[src/rtl/ew_sim_pkg.sv]
// Shared types for the EW threat controller: FSM state codes, threat codes and log record header.
// Build option EW_TIMESTAMP_EN adds a 16-bit cycle stamp to each log record header.
package ew_sim_pkg;

    typedef enum logic [2:0] {
        ST_IDLE           = 3'd0,
        ST_JAMMED         = 3'd1,
        ST_SPOOF_DETECTED = 3'd2,
        ST_AUTHENTICATING = 3'd3,
        ST_RECOVERY       = 3'd4,
        ST_LOGGING        = 3'd5,
        ST_THREAT_KNOWN   = 3'd6,
        ST_FAULT          = 3'd7
    } ew_state_e;

    typedef enum logic [2:0] {
        THR_NONE       = 3'd0,
        THR_JAM        = 3'd1,
        THR_SPOOF_CLR  = 3'd2,
        THR_SPOOF_CONF = 3'd3
    } ew_threat_e;

    localparam int TS_W = 16;

`ifdef EW_TIMESTAMP_EN
    localparam int META_W = TS_W + 3;
    typedef struct packed {
        logic [TS_W-1:0] stamp;
        ew_threat_e      threat;
    } ew_log_meta_t;
`else
    localparam int META_W = 3;
    typedef struct packed {
        ew_threat_e threat;
    } ew_log_meta_t;
`endif

    // Record layout is {meta, channel, signal}; the meta part is the struct above.
    function automatic int ew_log_width(input int dw, input int n_ch);
        return META_W + $clog2(n_ch) + dw;
    endfunction

    function automatic int ew_cnt_width(input int max_val);
        return $clog2(max_val + 1);
    endfunction

endpackage

[src/rtl/ew_log_fifo.sv]
// Synchronous FIFO for log records: valid/ready pop, full/empty flags, push accepted when full if a pop happens in the same cycle.
module ew_log_fifo #(
    parameter int W     = 8,
    parameter int DEPTH = 8
) (
    input  logic         clk,
    input  logic         rst_n,
    input  logic         push_i,
    input  logic [W-1:0] data_i,
    input  logic         pop_i,
    output logic [W-1:0] data_o,
    output logic         full_o,
    output logic         empty_o
);

    localparam int AW = $clog2(DEPTH);

    logic [W-1:0] mem [DEPTH];
    logic [AW:0]  wr_q, wr_d;
    logic [AW:0]  rd_q, rd_d;
    logic         do_push;
    logic         do_pop;

    assign empty_o = (wr_q == rd_q);
    assign full_o  = (wr_q[AW] != rd_q[AW]) && (wr_q[AW-1:0] == rd_q[AW-1:0]);
    assign do_pop  = pop_i && !empty_o;
    assign do_push = push_i && (!full_o || do_pop);
    assign data_o  = mem[rd_q[AW-1:0]];

    always_comb begin
        wr_d = wr_q;
        rd_d = rd_q;
        if (do_push) wr_d = wr_q + (AW+1)'(1);
        if (do_pop)  rd_d = rd_q + (AW+1)'(1);
    end

    always_ff @(posedge clk or negedge rst_n) begin
        if (!rst_n) begin
            wr_q <= '0;
            rd_q <= '0;
        end else begin
            wr_q <= wr_d;
            rd_q <= rd_d;
        end
    end

    always_ff @(posedge clk) begin
        if (do_push) mem[wr_q[AW-1:0]] <= data_i;
    end

endmodule

[src/rtl/ew_threat_ctrl.sv]
// N-channel threat/comm controller: classify samples, hop channels on jam, authenticate spoofs, log events.
// Build option EW_TIMESTAMP_EN prepends a free-running 16-bit cycle stamp to every log record.
module ew_threat_ctrl
    import ew_sim_pkg::*;
#(
    parameter int DW         = 8,
    parameter int N_CH       = 4,
    parameter int JAM_THR    = 200,
    parameter int SPOOF_CODE = 123,
    parameter int AUTH_KEY   = 'hA5,
    parameter int AUTH_CYC   = 8,
    parameter int RECOV_CYC  = 4,
    parameter int MAX_HOPS   = 6,
    parameter int LOG_DEPTH  = 8,
    localparam int CH_W      = $clog2(N_CH),
    localparam int LOG_W     = ew_log_width(DW, N_CH)
) (
    input  logic              clk,
    input  logic              reset_n,
    input  logic              in_valid,
    input  logic [DW-1:0]     signal_in,
    input  logic [DW-1:0]     command_in,
    input  logic [N_CH*DW-1:0] ch_freq,
    input  logic              fault_clr,
    output logic [2:0]        fsm_state,
    output logic [CH_W-1:0]   comm_channel,
    output logic [DW-1:0]     comm_freq,
    output logic              system_fault,
    output logic [15:0]       hop_count,
    output logic              log_valid,
    input  logic              log_ready,
    output logic [LOG_W-1:0]  log_data,
    output logic              log_overflow
);

    localparam int AT_W = ew_cnt_width(AUTH_CYC);
    localparam int RT_W = ew_cnt_width(RECOV_CYC);
    localparam int JC_W = ew_cnt_width(MAX_HOPS);

    localparam logic [DW-1:0] JAM_V   = DW'(JAM_THR);
    localparam logic [DW-1:0] SPOOF_V = DW'(SPOOF_CODE);
    localparam logic [DW-1:0] KEY_V   = DW'(AUTH_KEY);

    ew_state_e        state_q, state_d;
    ew_threat_e       threat_q, threat_d;
    logic [CH_W-1:0]  chan_q, chan_d;
    logic [DW-1:0]    freq_q;
    logic [15:0]      hops_q, hops_d;
    logic [JC_W-1:0]  jam_cnt_q, jam_cnt_d;
    logic [AT_W-1:0]  auth_q, auth_d;
    logic [RT_W-1:0]  rec_q, rec_d;
    logic [DW-1:0]    sig_q, sig_d;
    logic             fault_q, fault_d;
    logic             ovf_q, ovf_d;
    logic             log_push;
    logic             fifo_full;
    logic             fifo_empty;
    logic             is_jam;
    logic             is_spoof;
    logic [DW-1:0]    ch_tbl [N_CH];
    ew_log_meta_t     meta;
    logic [LOG_W-1:0] rec;

    always_comb begin
        for (int i = 0; i < N_CH; i++) ch_tbl[i] = ch_freq[i*DW +: DW];
    end

    // Jam classification has priority over the spoof code.
    assign is_jam   = (signal_in >= JAM_V);
    assign is_spoof = !is_jam && (signal_in == SPOOF_V);

    always_comb begin
        state_d   = state_q;
        threat_d  = threat_q;
        chan_d    = chan_q;
        hops_d    = hops_q;
        jam_cnt_d = jam_cnt_q;
        auth_d    = auth_q;
        rec_d     = rec_q;
        sig_d     = sig_q;
        fault_d   = fault_q;
        ovf_d     = ovf_q;
        log_push  = 1'b0;
        case (state_q)
            ST_IDLE: begin
                if (in_valid) begin
                    if (is_jam) begin
                        state_d  = ST_JAMMED;
                        sig_d    = signal_in;
                        threat_d = THR_JAM;
                    end else if (is_spoof) begin
                        state_d  = ST_SPOOF_DETECTED;
                        sig_d    = signal_in;
                        threat_d = THR_SPOOF_CONF;
                    end else begin
                        jam_cnt_d = '0;
                    end
                end
            end
            ST_JAMMED: begin
                chan_d    = (chan_q == CH_W'(N_CH-1)) ? '0 : chan_q + CH_W'(1);
                hops_d    = (hops_q == 16'hFFFF) ? hops_q : hops_q + 16'd1;
                jam_cnt_d = jam_cnt_q + JC_W'(1);
                if (jam_cnt_q == JC_W'(MAX_HOPS-1)) begin
                    state_d = ST_FAULT;
                    fault_d = 1'b1;
                end else begin
                    state_d = ST_RECOVERY;
                    rec_d   = RT_W'(RECOV_CYC);
                end
            end
            ST_SPOOF_DETECTED: begin
                auth_d  = AT_W'(AUTH_CYC);
                state_d = ST_AUTHENTICATING;
            end
            ST_AUTHENTICATING: begin
                auth_d = auth_q - AT_W'(1);
                if (in_valid && command_in == KEY_V) begin
                    state_d  = ST_RECOVERY;
                    threat_d = THR_SPOOF_CLR;
                    rec_d    = RT_W'(RECOV_CYC);
                end else if (auth_q == AT_W'(1)) begin
                    state_d  = ST_THREAT_KNOWN;
                    threat_d = THR_SPOOF_CONF;
                end
            end
            ST_THREAT_KNOWN: begin
                state_d = ST_LOGGING;
            end
            ST_RECOVERY: begin
                rec_d = rec_q - RT_W'(1);
                if (rec_q == RT_W'(1)) state_d = ST_LOGGING;
            end
            ST_LOGGING: begin
                log_push = 1'b1;
                if (fifo_full && !log_ready) ovf_d = 1'b1;
                state_d = ST_IDLE;
            end
            ST_FAULT: begin
                if (fault_clr) begin
                    state_d   = ST_IDLE;
                    fault_d   = 1'b0;
                    jam_cnt_d = '0;
                end
            end
            default: state_d = ST_IDLE;
        endcase
    end

    always_ff @(posedge clk or negedge reset_n) begin
        if (!reset_n) begin
            state_q   <= ST_IDLE;
            threat_q  <= THR_NONE;
            chan_q    <= '0;
            freq_q    <= '0;
            hops_q    <= '0;
            jam_cnt_q <= '0;
            auth_q    <= '0;
            rec_q     <= '0;
            sig_q     <= '0;
            fault_q   <= 1'b0;
            ovf_q     <= 1'b0;
        end else begin
            state_q   <= state_d;
            threat_q  <= threat_d;
            chan_q    <= chan_d;
            freq_q    <= ch_tbl[chan_q];
            hops_q    <= hops_d;
            jam_cnt_q <= jam_cnt_d;
            auth_q    <= auth_d;
            rec_q     <= rec_d;
            sig_q     <= sig_d;
            fault_q   <= fault_d;
            ovf_q     <= ovf_d;
        end
    end

`ifdef EW_TIMESTAMP_EN
    logic [TS_W-1:0] ts_q;

    always_ff @(posedge clk or negedge reset_n) begin
        if (!reset_n) ts_q <= '0;
        else          ts_q <= ts_q + TS_W'(1);
    end
`endif

    always_comb begin
        meta        = '0;
        meta.threat = threat_q;
`ifdef EW_TIMESTAMP_EN
        meta.stamp  = ts_q;
`endif
    end

    assign rec = {meta, chan_q, sig_q};

    ew_log_fifo #(
        .W     (LOG_W),
        .DEPTH (LOG_DEPTH)
    ) u_log_fifo (
        .clk     (clk),
        .rst_n   (reset_n),
        .push_i  (log_push),
        .data_i  (rec),
        .pop_i   (log_ready),
        .data_o  (log_data),
        .full_o  (fifo_full),
        .empty_o (fifo_empty)
    );

    assign fsm_state    = state_q;
    assign comm_channel = chan_q;
    assign comm_freq    = freq_q;
    assign system_fault = fault_q;
    assign hop_count    = hops_q;
    assign log_valid    = !fifo_empty;
    assign log_overflow = ovf_q;

endmodule
[config.mk]
export PLATFORM = sky130hd
export DESIGN_NAME = ew_threat_ctrl
export DESIGN_NICKNAME = d
export VERILOG_FILES = /design/src/rtl/ew_sim_pkg.sv /design/src/rtl/ew_log_fifo.sv /design/src/rtl/ew_threat_ctrl.sv
export SDC_FILE = /design/constraint.sdc
export NUM_CORES = 1
export LEC_CHECK = 0
export CAP_MARGIN = 25
export CORE_UTILIZATION = 47
export DETAILED_ROUTE_END_ITERATION = 7
export GPL_ROUTABILITY_DRIVEN = 0
export GPL_TIMING_DRIVEN = 0
export PLACE_DENSITY = 0.71
export SYNTH_ARGS = -nofsm -noshare
export SYNTH_HDL_FRONTEND = slang
export SYNTH_SLANG_ARGS = --single-unit
[constraint.sdc]
create_clock -name clk -period 4.1 [get_ports clk]
set_clock_uncertainty 0.1 [all_clocks]
set_input_delay 1.23 -clock clk [delete_from_list [all_inputs] [get_ports clk]]
set_output_delay 1.23 -clock clk [all_outputs]
set_load 0.05 [all_outputs]
### After elaboration in Yosys (flattened, before gate mapping)

Memories as Yosys holds them, arrays and structs flattened.
Cells that the tools add are included.

| word-level totals | value |
|---|---|
| register bits after elaboration | 60 |
| RAM bits | 104 |
| bits of input ports | 53 |
| output and inout port bits | 45 |
| logic and storage cells | 113 |
| memories kept | 1 |

Memory list:

| memory | words | bits a word | rd ports | clocked after memory_dff | wr ports | line | text |
|---|---|---|---|---|---|---|---|
| u_log_fifo.mem | 8 | 13 | 1 | 0 | 1 | ew_log_fifo.sv:18 | `logic [W-1:0] mem [DEPTH];` |

| operators by class | value |
|---|---|
| add/subtract/negate cells | 7 |
| $lt $le $gt $ge | 2 |
| equality and inequality tests | 27 |
| mux-type cells | 35 |
| bitwise logic cells | 2 |
| reductions and logical operators | 26 |

Operator list:

| kind | count |
|---|---|
| $mux W3 | 17 |
| $mux W8 | 4 |
| $pmux W3 S8 | 1 |
| $pmux W3 S3 | 2 |
| $add A16 B1 Y16 const B | 1 |
| $bmux W8 S2 | 1 |
| $eq A16 B16 Y1 const B | 1 |
| $ne A2 B2 Y1 const B | 8 |
| $eq A3 B3 Y1 const B | 5 |
| $reduce_and A5 Y1 | 2 |
| $reduce_and A3 Y1 | 3 |
| $add A4 B1 Y4 const B | 2 |
| $eq A8 B7 Y1 const B | 1 |
| $eq A8 B8 Y1 const B | 1 |
| $ge A8 B8 Y1 const B | 1 |
| $pmux W4 S2 | 1 |
| $reduce_bool A2 Y1 | 4 |
| $eq A3 B1 Y1 const B | 2 |
| $eq A3 B2 Y1 const B | 2 |
| $logic_and A1 B1 Y1 | 6 |
| $ne A3 B3 Y1 const B | 2 |
| $pmux W3 S2 | 1 |
| $reduce_bool A3 Y1 | 2 |
| $mux W1 | 5 |
| 19 further kinds | 24 |

### Longest topological paths before layout

Gate-level depths: netlist of the first run.

| depth | value |
|---|---|
| depth after elaboration | 7 |
| gate-level depth with buffers | 6 |
| gate-level depth less buffers | 6 |

### By module

From an unflattened synthesis of the first run, not the netlist that was laid out.

| second synthesis, totals | value |
|---|---|
| cells, all modules | 454 |
| area total of the unflattened synthesis | 7229.4 µm² |

Modules (own cells, without submodules):

| module | times used | cells each | area each (µm²) |
|---|---|---|---|
| ew_log_fifo | 1 | 208 | 4525.6 |
| ew_threat_ctrl | 1 | 246 | 2703.8 |

### Least setup slack after synthesis of the first run

OpenSTA, ideal clock, no wires.

| timing | value |
|---|---|
| kind | input to register |
| from | in log_ready |
| to | mem u_log_fifo.mem[0][0] (netlist bit), enable pin |
| library setup time | 0.412 ns |
| arrival | 2.749 ns |
| data required time | 3.588 ns |
| slack | 0.838 ns |
| stages on the path | 3 |
| buffers on the path | 0 |
| cell sequence | nor2_1 -> a21o_1 -> nor4_1 |

| on the way | value |
|---|---|
| longest elaborated chain between the ends | 5 |

Ends and longest elaborated chain:

| element | line | text |
|---|---|---|
| from (decl) | ew_threat_ctrl.sv:31 | `input logic log_ready,` |
| $logic_and A1 B1 Y1 | ew_log_fifo.sv:26 | `assign do_pop = pop_i && !empty_o;` |
| $logic_or A1 B1 Y1 | ew_log_fifo.sv:27 | `assign do_push = push_i && (!full_o \|\| do_pop);` |
| $logic_and A1 B1 Y1 | ew_log_fifo.sv:27 |  |
| $mux W1 | ew_log_fifo.sv:48 | `if (do_push) mem[wr_q[AW-1:0]] <= data_i;` |
| $mux W1 (not written as such) | ew_log_fifo.sv:48 |  |
| to (decl) | ew_log_fifo.sv:18 |  |

No other way between the ends.

### Worst setup path after layout of the first run

| timing | value |
|---|---|
| from | reg u_log_fifo.rd_q[1] |
| to | out log_valid |

| on the way | value |
|---|---|
| longest elaborated chain between the ends | 2 |

Ends and longest elaborated chain:

| element | line | text |
|---|---|---|
| from (decl) | ew_log_fifo.sv:20 | `logic [AW:0] rd_q, rd_d;` |
| from (signal assigned) | ew_log_fifo.sv:43 | `rd_q <= rd_d;` |
| $eq A4 B4 Y1 | ew_log_fifo.sv:24 | `assign empty_o = (wr_q == rd_q);` |
| $logic_not A1 Y1 | ew_threat_ctrl.sv:216 | `assign log_valid = !fifo_empty;` |
| to (decl) | ew_threat_ctrl.sv:30 | `output logic log_valid,` |

No other way between the ends.

==> results of run 1 <==
[registers in the layout, indices dropped and copies added (netlist names)]
name             cells
rec_q                3
hop_count           16
system_fault         1
u_log_fifo.mem      96
u_log_fifo.wr_q      4
comm_freq            8
u_log_fifo.rd_q      4
comm_channel         2
fsm_state            3
sig_q                8
jam_cnt_q            3
meta                 2
auth_q               4
log_overflow         1
[metrics by stage]
step | setup WS, ps | std cells | instance area (um^2)
final | 185 | 741 | 8620
after global routing | 33.3 | 741 | 8620
after CTS | 51.5 | 741 | 8610
after detailed placement | 89.2 | 709 | 8080
after global placement | -1120 | 698 | 7940
after floorplan | 838 | 422 | 6750
[synth_stat cells (5+ instances only)]
library cell / instances
edfxtp_1: 96
dfrtp_1: 59
mux4_2: 32
nand2_1: 23
mux2_2: 21
inv_1: 12
nand3_1: 12
xnor2_1: 12
xor2_1: 12
a21oi_1: 11
ha_1: 10
nor2_1: 10
clkbuf_1: 8
nor4_1: 8
o21ai_0: 7
buf_2: 6
nor3_1: 6
nand4_1: 5
nand4b_1: 5
[worst min-delay path by stage]
stage                                          end  slack (ps)  cells after the start
CTS                       log_overflow$_DFFE_PN0P_         420                      1
finish                    hop_count[7]$_DFFE_PN0P_         420                      1
detailed placement        log_overflow$_DFFE_PN0P_         400                      1
global route        u_log_fifo.wr_q[3]$_DFFE_PN0P_         450                      1
floorplan                 jam_cnt_q[0]$_DFFE_PN0P_         380                      1
global placement          log_overflow$_DFFE_PN0P_         400                      1
[logic make-up (layout without fill, tap and decap cells)]
group / Yosys count / count (layout) / share of synthesized area (%)
xor+xnor: 24 / 24 / 3.11
simple gates: 95 / 95 / 8.10
mux: 55 / 55 / 14.5
compound gates: 51 / 51 / 5.67
fa+ha+maj: 10 / 10 / 1.85
flops: 155 / 155 / 64.6
buf+inv: 31 / 170 / 2.13
other cells: 1 / 1 / 0.0556
[worst register-to-register path: stages (launching register included)]
cell	delay (ps)
dfrtp_1	360
buf_2	200
nor2b_1	310
nand2_1	220
a21o_1	310
nor4_2	700
buf_4	280
[layout by cell type, fill, tap and decap left out, drive strengths merged, types with 3 or more instances in the layout]
cell type      netlist  final
a21oi               11     11
a22o                 3      3
and4                 3      3
buf                 10     21
clkbuf               9     29
clkdlybuf4s50        0     83
clkinv               0      6
clkinvlp             0      5
dfrtp               59     59
dlygate4sd2          0     12
edfxtp              96     96
ha                  10     10
inv                 12     13
mux2                21     21
mux4                32     32
nand2               23     23
nand2b               3      3
nand3               12     12
nand4                5      5
nand4b               5      5
nor2                10     10
nor2b                3      3
nor3                 9      9
nor4                 9      9
o21a                 3      3
o21ai                8      8
o32a                 3      3
or3                  3      3
or3b                 3      3
xnor2               12     12
xor2                12     12
[area by class of cell]
type / count / area [um^2]
clock inverters: 13 / 103
multi-input cells: 236 / 2290
well taps: 180 / 225
repair buffers: 107 / 1050
clock buffers: 19 / 433
flip-flops and latches: 155 / 4360
plain buffers: 19 / 113
fillers: 1034 / 5320
inverters: 12 / 45.0
[metal layers]
metal  track usage, %  part of all wire (%)  vias to the layer above
met3             5.10                   5.8                       18
met5                0                     0                        -
met2             33.4                    49                      144
met4             6.79                   1.4                        0
met1             28.5                    43                     2042
li1                 -                     -                     1903
[power by group through the flow]
stage | clock network, mW | logic (mW) | registers (mW)
floorplan | 0 | 1.62 | 2.59
global placement | 0 | 2.64 | 2.32
detailed placement | 0 | 2.72 | 2.35
CTS | 1.45 | 2.67 | 2.32
global route | 1.52 | 2.83 | 2.37
finish | 1.43 | 2.65 | 2.32
[timing repair]
item / CTS / global route
setup endpoints to repair: 12 / 4
resized for setup: 16 / 2
gates cloned: 0 / 0
==> results_dict.tcl, run 1 <==
set metrics [dict create \
    async_reset_ff_share_pct 38.1 \
    clkPwrFrac_pct 22.3 \
    switchingPower_mw 2.47 \
    worstMarginPinSlew_ps 889 \
    r2r_slack_ps 1330 \
    post-route-period-util_pct 95.5 \
    cp-start-kind "register" \
    nets 611 \
    p_sw_share_pct 38.6 \
    power_leakage_nw 3.12 \
    slowest_stage "clkdlybuf4s50_1" \
    grt.overflow.total 0 \
    fin_hold_ws_ps 421 \
    ys.flop_type "edfxtp_1" \
    crit_path_end "log_valid" \
    post-cts-setup-buffer-count 0 \
    crit_buf_inv 2 \
    num_antenna_cells 0 \
    area_growth_syn_to_layout_pct 27.7 \
    vias_per_cell 5.54 \
    min_from "hop_count[7]$_DFFE_PN0P_" \
    syn_area_um2 6750 \
    drt-initial-drc-count 260 \
    endpoint_kind "output pin" \
    dr_total_vias 4107 \
    hold_violations 0 \
    ir_worst_vdd_mv 0.522 \
    drt-pass1-iter-count 5 \
    antenna_found_initial 0 \
    path_clk_slew_ps 60 \
    reg2reg_to "u_log_fifo.mem[4][6]$_DFFE_PP_" \
    cp.required_ps 2770 \
    clkLatencyLatePin_ps 420 \
    drive_gt1_share_pct 21.6 \
    postSynthCellCount 422 \
    htree_levels 4 \
    status "finished clean" \
    max_cap_viol_count 0 \
    cp.depth 5 \
    hpwl_um 9960 \
    reg2regPathDepth 6 \
    port_buffers 96 \
    die_w_um 122 \
    cts_inserted_buffers 17 \
    clockRootBuffer "clkbuf_16" \
    clockBufferDepth 2 \
    synth_area_per_cell_um2 16.0 \
    relSlewSlack_pct 40.3 \
    timing.rr.start "fsm_state[0]$_DFFE_PN0P_" \
    fmax_mhz 255 \
    yosys-top-cells-area "edfxtp_1 (43%), dfrtp_1 (22%), mux4_2 (11%), mux2_2 (3.5%), ha_1 (1.9%)" \
    holdCritPathClass "register to register" \
    hold_buffers 0 \
    track_usage_pct 21.0 \
    wl_um 14400 \
    p_int_mw 3.93 \
    utilization_pct 61.8 \
    power_density_nw_per_um2 742 \
    ys_seq_elements 155 \
    arrival_ps 2590 \
    p_seq_share_pct 36.3 \
    cp_max_fo 9 \
    placementRows 43 \
    yosysTopAreaCellShare_pct 42.7 \
    crit_type "register to output pin" \
    worstPathCellList "buf_2 -> xor2_1 -> nor3_2 -> nand2_1 -> clkdlybuf4s50_1" \
    die_y_um 122 \
    grt_max_degree 38 \
    synth_edf_count 96 \
    clock-sinks 155 \
    drc 0 \
    grt_pass1_wl_um 22600 \
    ys.warnings.count 0 \
    synth-seq-area-share_pct 64.6 \
    min_period_ps 3920 \
    wire_per_inst_um 19.4 \
    dieArea_um2 14800 \
    tns_ps 0 \
    coreArea_um2 13900 \
    finalMaxSlewViolations 0 \
    grt_pass1_vias 4247 \
    ant_nets 0 \
    critical-path-max-stage-delay_ps 750 \
    cp_top_family "buffers and inverters" \
    yosysUniqueCellTypes 62 \
    initial_core_util_pct 48.4 \
    ios 98 \
    yosys.area.top_type "edfxtp_1" \
    crit_start "u_log_fifo.rd_q[1]$_DFFE_PN0P_" \
    syn_nets 485 \
    setup_viol 0 \
    p_comb_share_pct 41.4 \
    cts_tree "yes" \
    total_power_mw 6.40 \
    rsz0062_at_grt "no" \
]
Power figures use the tool's default switching activity.
==> run 2, diff against run 1 <==
- SLEW_MARGIN: not set -> 20
==> run 2 against run 1 <==
Compared with the run above: sequential share of layout area is 0.26 points lower; sequential power about the same; flip-flop and latch count unchanged; critical endpoint is now log_data[5]; highest routed layer unchanged.
==> results_dict.tcl, run 2 (same netlist as run 1, synthesis figures left out) <==
set metrics [dict create \
    power_density_nw_per_um2 755 \
    wl_um 14800 \
    timing.rr.start "u_log_fifo.rd_q[0]$_DFFE_PN0P_" \
    stdcell_count 743 \
    cp-start-kind "register" \
    clkLatencyLatePin_ps 420 \
    holdCritPathClass "register to register" \
    drc 0 \
    clockBufferDepth 2 \
    cp_top_family "buffers and inverters" \
    finalMaxSlewViolations 0 \
    max_cap_viol_count 0 \
    cts_inserted_buffers 17 \
    status "finished clean" \
    antenna_found_initial 0 \
    placed_area_um2 8080 \
    min_period_ps 3950 \
    reg2regPathDepth 6 \
    area_growth_syn_to_layout_pct 28.3 \
    cp_max_fo 10 \
    design_area_um2 8660 \
    mostFrequentLayoutCells "edfxtp_1 (96), clkdlybuf4s50_1 (83), dfrtp_1 (59)" \
    nets 613 \
    dieArea_um2 14800 \
    ios 98 \
    grt_pass1_wl_um 23000 \
    die_w_um 122 \
    cts_tree "yes" \
    wire_per_inst_um 19.9 \
    port_buffers 96 \
    vias_per_cell 5.62 \
    total_power_mw 6.54 \
    drt-initial-drc-count 337 \
    arrival_ps 2620 \
    drt-pass1-iter-count 4 \
    num_antenna_cells 0 \
    min_from "log_overflow$_DFFE_PN0P_" \
    largest_reg_flops 96 \
    layout_commonest_cell "edfxtp_1" \
    min_to "log_overflow$_DFFE_PN0P_" \
    dr_total_vias 4179 \
    reg2reg_to "u_log_fifo.mem[4][0]$_DFFE_PP_" \
    relSlewSlack_pct 40.6 \
    slowest_stage "mux4_2" \
    ir_worst_vdd_mv 0.569 \
    setup_viol 0 \
    hold_path_depth 1 \
    hpwl_um 10000 \
    clockRootBuffer "clkbuf_16" \
    clock-sinks 155 \
    die_y_um 122 \
    post-cts-setup-buffer-count 0 \
    coreArea_um2 13900 \
    htree_levels 4 \
    grt_pass1_vias 4290 \
    cp.required_ps 2770 \
    crit_buf_inv 3 \
    post-route-period-util_pct 96.2 \
    r2r_slack_ps 1230 \
    endpoint_kind "output pin" \
    crit_type "register to output pin" \
    worstPathCellList "buf_2 -> buf_6 -> mux4_2 -> mux2_2 -> dlygate4sd2_1" \
    track_usage_pct 21.5 \
    dp.cells 711 \
    path_clk_slew_ps 60 \
    drive_gt1_share_pct 22.0 \
    placementRows 43 \
    power_leakage_nw 3.16 \
    ant_nets 0 \
    initial_core_util_pct 48.4 \
    fmax_mhz 253 \
    rsz0062_at_grt "no" \
    grt.overflow.total 0 \
    utilization_pct 62.2 \
    worstMarginPinSlew_ps 883 \
    critical-path-max-stage-delay_ps 540 \
    grt_max_degree 38 \
    hold_violations 0 \
]
-- run 2: layout make-up --
cell class | instances | area, um^2
plain buffers | 19 | 114
clock buffers | 21 | 440
clock inverters | 11 | 145
fillers | 1051 | 5270
inverters | 12 | 45.0
multi-input cells | 236 | 2290
flip-flops and latches | 155 | 4360
well taps | 180 | 225
repair buffers | 109 | 1040
-- run 2: routing by layer --
layer	routed length [um]	global-route usage, %	up-vias
li1	-	-	1910
met1	6460	28.8	2105
met2	7380	34.9	143
met3	731	4.78	21
met4	215	7.10	0
met5	0	0	-
-- run 2: worst max path at each step --
stage	end	depth (start not counted)	startpoint	slack, ps
final	log_data[5]	5	u_log_fifo.rd_q[0]$_DFFE_PN0P_	150
after global routing	log_valid	5	u_log_fifo.rd_q[0]$_DFFE_PN0P_	20
after CTS	log_data[5]	5	u_log_fifo.rd_q[0]$_DFFE_PN0P_	50
after detailed placement	log_data[5]	5	u_log_fifo.rd_q[0]$_DFFE_PN0P_	100
after global placement	u_log_fifo.mem[4][6]$_DFFE_PP_	4	log_ready	-1120
after floorplan	u_log_fifo.mem[0][0]$_DFFE_PP_	3	log_ready	840
-- run 2: stage by stage --
stage               setup TNS, ps  hold WS (ps)  worst slack [ps]
global placement           -71590           398             -1120
finish                          0           411               155
detailed placement              0           388               103
CTS                             0           415              47.5
global route                    0           440              21.5
floorplan                       0           384               838
-- run 2: what timing repair did --
item / 4_1_cts / 5_1_grt
hold buffers: 0 / 0
resized for setup: 16 / 2
endpoints found under the setup margin: 12 / 3
-- run 2: where the power goes --
part           switching, mW  leakage (nW)  internal, mW
combinational           1.62          1.30          1.05
clock                  0.595         0.277         0.956
sequential             0.267          1.59          2.06
total                   2.48          3.16          4.06
-- run 2: worst reg2reg max path: stages, from the launching register on --
cell and delay (ps):
dfrtp_1 350, buf_2 330, xor2_1 300, nor3_2 150
a21o_1 290, nor4_2 690, buf_2 350
